File: src/rtl/shift_sequencer_pkg.sv
// Shared definitions for the multi-pass shift sequencer: state encoding and
// shift-word field layout.
package shift_sequencer_pkg;

   typedef enum logic [1:0] {
      IDLE  = 2'd0,
      SHIFT = 2'd1,
      DONE  = 2'd2
   } state_t;

   localparam int DIR_POS = 0;
   localparam int AMT_LSB = 1;

   // Fill bit is the MSB of the shift word; the amount field sits between it and dir.
   function automatic int fill_pos(input int width);
      return width - 1;
   endfunction

endpackage

File: src/rtl/shift_word_pack.sv
// Clamps the remaining amount to one pass and packs it with fill/dir into the
// control word for the shift stage.
module shift_word_pack
   import shift_sequencer_pkg::*;
#(
   parameter int WIDTH    = 4,
   parameter int STEP_MAX = 3,
   parameter int AMT_W    = 4
) (
   input  logic [AMT_W-1:0] rem_amt,
   input  logic             dir,
   input  logic             fill,
   output logic [AMT_W-1:0] step,
   output logic [WIDTH-1:0] word,
   output logic             last
);

   logic [WIDTH-3:0] amt_field;

   always_comb begin
      last      = (rem_amt <= AMT_W'(STEP_MAX));
      step      = last ? rem_amt : AMT_W'(STEP_MAX);
      amt_field = (WIDTH-2)'(step);
      word      = '0;
      word[DIR_POS]                      = dir;
      word[fill_pos(WIDTH)]              = fill;
      word[fill_pos(WIDTH)-1:AMT_LSB]    = amt_field;
   end

endmodule

File: src/rtl/shift_sequencer.sv
// Splits a long shift request into passes of at most STEP_MAX bits, drives an
// external combinational shift stage once per pass and returns the final word.
module shift_sequencer
   import shift_sequencer_pkg::*;
#(
   parameter int WIDTH    = 4,
   parameter int STEP_MAX = 3,
   parameter int AMT_W    = 4
) (
   input  logic             clk,
   input  logic             rst,
   input  logic             req_valid,
   output logic             req_ready,
   input  logic [WIDTH-1:0] req_data,
   input  logic [AMT_W-1:0] req_amt,
   input  logic             req_dir,
   input  logic             req_fill,
   output logic [WIDTH-1:0] sh_in,
   output logic [WIDTH-1:0] sh_word,
   input  logic [WIDTH-1:0] sh_out,
   input  logic [WIDTH-1:0] sh_ovf,
   output logic             rsp_valid,
   input  logic             rsp_ready,
   output logic [WIDTH-1:0] rsp_data,
   output logic [WIDTH-1:0] rsp_ovf,
   output logic [AMT_W-1:0] rsp_passes
);

   state_t           state_q, state_d;
   logic [WIDTH-1:0] acc_q, acc_d;
   logic [WIDTH-1:0] ovf_q, ovf_d;
   logic [AMT_W-1:0] rem_q, rem_d;
   logic [AMT_W-1:0] passes_q, passes_d;
   logic             dir_q, dir_d;
   logic             fill_q, fill_d;

   logic [AMT_W-1:0] step;
   logic [WIDTH-1:0] word;
   logic             last;

   shift_word_pack #(
      .WIDTH    (WIDTH),
      .STEP_MAX (STEP_MAX),
      .AMT_W    (AMT_W)
   ) u_pack (
      .rem_amt (rem_q),
      .dir     (dir_q),
      .fill    (fill_q),
      .step    (step),
      .word    (word),
      .last    (last)
   );

   always_ff @(posedge clk or posedge rst) begin
      if (rst) begin
         state_q  <= IDLE;
         acc_q    <= '0;
         ovf_q    <= '0;
         rem_q    <= '0;
         passes_q <= '0;
         dir_q    <= 1'b0;
         fill_q   <= 1'b0;
      end else begin
         state_q  <= state_d;
         acc_q    <= acc_d;
         ovf_q    <= ovf_d;
         rem_q    <= rem_d;
         passes_q <= passes_d;
         dir_q    <= dir_d;
         fill_q   <= fill_d;
      end
   end

   always_comb begin
      state_d    = state_q;
      acc_d      = acc_q;
      ovf_d      = ovf_q;
      rem_d      = rem_q;
      passes_d   = passes_q;
      dir_d      = dir_q;
      fill_d     = fill_q;
      req_ready  = 1'b0;
      rsp_valid  = 1'b0;
      rsp_data   = '0;
      rsp_ovf    = '0;
      rsp_passes = '0;
      sh_in      = '0;
      sh_word    = '0;

      case (state_q)
         IDLE: begin
            req_ready = 1'b1;
            if (req_valid) begin
               acc_d    = req_data;
               rem_d    = req_amt;
               dir_d    = req_dir;
               fill_d   = req_fill;
               ovf_d    = '0;
               passes_d = '0;
               state_d  = (req_amt == '0) ? DONE : SHIFT;
            end
         end
         SHIFT: begin
            // Stage is combinational: its result is captured on this same edge.
            sh_in    = acc_q;
            sh_word  = word;
            acc_d    = sh_out;
            ovf_d    = ovf_q | sh_ovf;
            rem_d    = rem_q - step;
            passes_d = passes_q + AMT_W'(1);
            if (last) state_d = DONE;
         end
         DONE: begin
            rsp_valid  = 1'b1;
            rsp_data   = acc_q;
            rsp_ovf    = ovf_q;
            rsp_passes = passes_q;
            if (rsp_ready) state_d = IDLE;
         end
         default: state_d = IDLE;
      endcase
   end

endmodule

File: config.mk
export PLATFORM = sky130hd
export DESIGN_NAME = shift_sequencer
export DESIGN_NICKNAME = d
export VERILOG_FILES = /design/src/rtl/shift_sequencer_pkg.sv /design/src/rtl/shift_word_pack.sv /design/src/rtl/shift_sequencer.sv
export SDC_FILE = /design/constraint.sdc
export NUM_CORES = 1
export LEC_CHECK = 0
export ABC_CLOCK_PERIOD_IN_PS = 1400
export BUFFER_PORTS_ARGS = -buffer_cell sky130_fd_sc_hd__buf_4
export CORE_UTILIZATION = 43
export CTS_CLUSTER_DIAMETER = 150
export DETAILED_ROUTE_END_ITERATION = 8
export PLACE_DENSITY = 0.74
export SLEW_MARGIN = 15
export SYNTH_ARGS = -nofsm -noshare
export SYNTH_HDL_FRONTEND = slang
export SYNTH_SLANG_ARGS = --single-unit
File: constraint.sdc
create_clock -name clk -period 1.4 [get_ports clk]
set_input_delay 0 -clock clk [delete_from_list [all_inputs] [get_ports clk]]
set_output_delay 0 -clock clk [all_outputs]
set_load 0.01 [all_outputs]
# Word-level counts from Yosys, hierarchy flattened
# Index checks and enable logic that the tools add are counted.
# totals
elab_cells	42
output_inout_bits	22
register_bits	20
# op_classes
add_sub_neg	2
n_reduce_logical	6
magnitude_cmp	1
n_mux	20
bitwise	1
n_eq_ne	5
# ops
operator	n
4-bit 2-to-1 mux	9
4-bit one-hot mux with 2 select lines	4
2-bit 2-to-1 mux	4
2-bit inequality test, second input constant	3
2-bit one-hot mux with 3 select lines	1
4-bit by 1-bit adder with 4-bit output, second input constant	1
4-bit by 2-bit less-or-equal comparator with 1-bit output, second input constant	1
4-bit logical NOT	1
4-bit OR	1
2-bit AND reduction	2
4-bit subtractor	1
3-bit AND reduction	1
2-bit by 1-bit equality test with 1-bit output, second input constant	1
2-bit equality test, second input constant	1
2-bit logical NOT	1
1-bit 2-to-1 mux	2
2-bit nonzero test	1

# Longest topological paths before layout
# logic_depth
ltp_word	4
mapped_depth	5
depth_no_buf	5

# Modules after synthesis
# A second synthesis with hierarchy kept.
# unflattened
hier_cells	144
area_unflattened_um2	1253.7
# by_module_without_submodules
module	seq_area_each_um2	area_each_um2	cells_per_inst	instances
shift_sequencer	500.5	1188.6	134	1
shift_word_pack	0.0	65.1	10	1

# Worst setup path after synthesis
# No wires, ideal clock.
# synth_path
path_type	reg2reg
startpoint	reg rem_q[2]
endpoint	reg rem_q[2]
n_path_buf	0
setup_ns	0.121
path_stages_with_launch	6
t_required_ns	1.279
setup_slack_ns	-0.016
arrival_ns	1.295
cell_sequence	dfrtp_1 nor2_1 or2_2 ha_1 o22a_1 o22a_1
# synth_between
elab_chain_len	4
# synth_rtl
item	line_no	rtl
start: declaration	shift_sequencer.sv:32	logic [AMT_W-1:0] rem_q, rem_d;
start signal: assignment	shift_sequencer.sv:67	rem_q <= rem_d;
4-bit by 2-bit less-or-equal comparator with 1-bit output	shift_word_pack.sv:21	last = (rem_amt <= AMT_W'(STEP_MAX));
4-bit 2-to-1 mux	shift_word_pack.sv:22	step = last ? rem_amt : AMT_W'(STEP_MAX);
4-bit subtractor (*)	shift_sequencer.sv:109	rem_d = rem_q - step;
4-bit one-hot mux with 2 select lines (*)	shift_sequencer.sv:90	case (state_q)
# Every way passes the cells marked *; elsewhere a longest branch is shown, timed or not.
# A chain may end at the register's enable or synchronous reset.

# Worst setup path in the final report
# layout_path
startpoint	reg rem_q[1]
endpoint	reg rem_q[2]
# Same word-level chain as after synthesis.

==> metrics.md <==
| Metric | Value |
|---|---|
| Final Hold Vio Count | `0` |
| Sequential fraction of the synthesis area | `44.0%` |
| Hold depth | `3` |
| Initial Util | `45.9%` |
| Post-Synth Adder-Cell Area | `2.20%` |
| CTS max path bufs | `2` |
| Reg2reg path depth | `4` |
| Final instance area | `1790 um2` |
| Top post-synthesis cells by area | `dfrtp_1 44%, and2_1 9.9%, nand2_1 5.9%` |
| Critical Path Stages | `4` |
| Die Footprint | `2850 um2` |
| Relative slew slack | `72.2%` |
| Num ports | `44` |
| Root Driver | `clkbuf_4` |
| Gr usage total | `22.0%` |
| Share of layout cells above drive strength 1 | `46.4%` |
| CP top delay family | `flip-flops` |
| Num CTS Buffers | `3` |
| Period utilisation layout | `97.2%` |
| Max Clk Rate | `735 MHz` |
| Crit path DAT | `1.55 ns` |
| DPL Wire Length | `2070 um` |
| Worst Setup End Kind | `register` |
| Die width | `53.4 um` |
| Post-synth design cell area | `1140 um2` |
| Unrepaired setup endpoints after global routing | `yes` |
| Hold EP | `acc_q[0]` |
| Syn Inst Count | `125` |
| Final wirelength | `2930 um` |
| Setup CP Type | `register to register` |
| Maximum vdd drop | `0.00130 V` |
| Max incr delay on CP | `0.42 ns` |
| Post-Synth XOR/XNOR Area | `0%` |
| DR iter-0 viols | `16` |
| H-tree levels | `1` |
| Status | `finished clean` |
| Routed via count | `1173` |
| Site Rows | `18` |
| ANT cells | `0` |
| Min-delay worst type | `input port to register` |
| Area grow syn2layout | `57.1%` |
| Register area | `503 um2` |
| Worst skew pair latency | `0.29 ns` |
| Vias in the first global route | `1047` |
| # setup viols final | `0` |
| Final nets | `220` |
| Slowest stage cell, crit path | `dfrtp_1` |
| Antenna violations before repair | `0` |
| Post-synth cell types | `35` |
| Placer congestion estimate | `0.864` |
| Net Count, Synth | `149` |
| Worst-path cell chain | `or2_2, ha_2, o22a_1, o22a_1` |
| Flop2flop setup slack | `0.04 ns` |
| Worst setup margin | `0.0389 ns` |
| Worst-path maximum fanout | `4` |
| Total gr overflow | `0` |
| Hold wc startpoint | `sh_out[0]` |
| Critical path startpoint category | `register` |
| CTS tree | `done` |
| Worst-path clk slew | `0.11 ns` |
| Vias/cell | `5.24` |
| Final Hold Slack | `0.000610 ns` |
| Top-area cell type share of the netlist area | `44.0%` |
| Layout Skew | `0.00376 ns` |
| Final Max Slew Viols | `0` |
| # DRC | `0` |
| Most frequent CP cell | `o22a_1` |
| Leakage power | `0.901 nW` |
| Yosys top cell by area | `dfrtp_1` |
| Core ar. | `2480 um2` |
| PD cells | `1980 nW/um2` |
| Multi-input combinational cell area | `623 um2` |
| Bufs and invs on worst path | `0` |
| Synth Area per Inst | `9.10 um2` |
| #FFs+latches synth | `20` |
| Final antenna-violating net count | `0` |
| Area after DPL | `1540 um2` |
| Post-layout minimum cycle time | `1.36 ns` |
| Worst EP required | `1.58 ns` |
| Routed len/inst | `13.1 um` |
| Die Ht | `53.4 um` |
| Largest family of logic cells by synthesized area | `simple AND/OR/NAND/NOR gates` |
| First drt pass iteration count | `4` |
| IO Port Bufs | `43` |
| Largest net degree at the start of global routing | `21` |
| Mux cell area share after synthesis | `0.880%` |
| Tightest Pin Transition | `0.417 ns` |
| Simple-Gate Fraction of Synth Area | `33.9%` |
| Max cap viols | `0` |
| Setup WS pre-CTS | `0.0394 ns` |
| Worst r2r src | `rem_q[1]` |
| Syn. warnings | `0` |
| Fillers | `185` |
| Synth Area in Compound Gates | `14.3%` |
| Reg2reg end | `rem_q[2]` |
| CTS sink count | `20` |
| First-pass GRT wire length | `4530 um` |
cells in the final DEF, fill, tap and decap left out, drive strengths merged, types with 2 or more instances in the layout:
| master | count |
|---|---|
| or2 | 2 |
| o21ai | 11 |
| and2 | 18 |
| nor2 | 8 |
| clkbuf | 3 |
| ha | 2 |
| nand3 | 2 |
| a21oi | 9 |
| dlygate4sd3 | 9 |
| nor3 | 2 |
| and2b | 2 |
| and3b | 4 |
| nand2 | 19 |
| nor2b | 3 |
| buf | 63 |
| o22a | 2 |
| dfrtp | 20 |
| nand2b | 2 |
report_power, final:
group / switching, mW / internal (mW)
Clock: 0.160 / 0.0999
Sequential: 0.198 / 0.853
Combinational: 1.00 / 1.23
per-stage QoR:
step	power, mW	setup TNS [ns]	utilization (%)	cells
after global routing	3.81	-0.0843	72.1	224
final	3.54	0	72.1	224
after detailed placement	2.83	0	62.0	203
after floorplan	2.15	0	-	125
after global placement	2.75	0	62.0	203
after CTS	3.30	0	69.1	222
cell usage after synthesis:
| cell type | count |
|---|---|
| nor3_1 | 2 |
| o21ai_0 | 9 |
| and2_1 | 18 |
| nand2_1 | 18 |
| and3b_2 | 4 |
| a2bb2oi_1 | 1 |
| nor2b_1 | 3 |
| nor4_1 | 1 |
| o22a_1 | 2 |
| and2b_1 | 1 |
| ha_1 | 2 |
| o21ai_1 | 2 |
| buf_2 | 3 |
| inv_1 | 1 |
| clkbuf_1 | 1 |
| o21bai_2 | 1 |
| dfrtp_1 | 20 |
| nand3_1 | 2 |
| a211oi_1 | 1 |
| nor3b_2 | 1 |
| nand4_1 | 1 |
| a221o_1 | 1 |
| buf_6 | 1 |
| nor2_1 | 8 |
| mux2i_1 | 1 |
| or2_2 | 2 |
| nand2_2 | 1 |
| buf_12 | 1 |
| nand3b_1 | 1 |
| or3b_1 | 1 |
| or2b_1 | 1 |
| nand2b_1 | 2 |
| a21oi_1 | 9 |
| a22oi_1 | 1 |
| and2b_2 | 1 |
cell type report:
type,instances,share of cell area (%)
Inverter,1,0.210
Clock buffer,3,1.26
Timing Repair Buffer,72,33.4
Sequential cell,20,28.2
Tap cell,30,2.10
Multi-Input combinational cell,98,34.9
cells by family (layout without fill, tap and decap cells):
| logic type | count (synthesis) | after routing |
|---|---|---|
| AND/OR/NAND/NOR | 68 | 68 |
| adder cells (fa/ha/maj) | 2 | 2 |
| flip-flops | 20 | 20 |
| buffers and inverters | 7 | 76 |
| AO/OA/AOI/OAI | 27 | 27 |
| multiplexers | 1 | 1 |
worst register-to-register path: stages, from the launching register on:
cell	delay, ns
dfrtp_1	0.42
or2_2	0.31
ha_2	0.19
o22a_1	0.15
o22a_1	0.19
routing by layer:
metal | track usage (%) | vias up | share of wire, %
met2 | 40.4 | 32 | 54
li1 | - | 565 | -
met4 | 5.70 | 0 | 1.0
met5 | 0 | - | 0
met1 | 26.5 | 572 | 41
met3 | 2.59 | 4 | 3.5
state kept, by name (all words and copies together) (netlist names):
signal    cells
passes_q      4
acc_q         4
state_q       2
ovf_q         4
fill_q        1
rem_q         4
dir_q         1
how the worst max path moves through the flow:
stage,from,end,slack (ns)
after floorplan,rem_q[2],rem_q[2],0.02
after global placement,rem_q[1],rem_q[2],0.09
after detailed placement,state_q[1],ovf_q[0],0.04
after CTS,state_q[0],sh_word[3],0.004
after global routing,state_q[1],rsp_data[1],-0.02
final,rem_q[1],rem_q[2],0.04
repair_timing:
action	4_1_cts	5_1_grt
pin swaps	0	4
endpoints found under the setup margin	21	25
setup buffers	7	2
hold endpoints to repair	28	0
resized for setup	4	18
hold buffers	9	0
No activity file was read; power rests on OpenSTA's default activity.
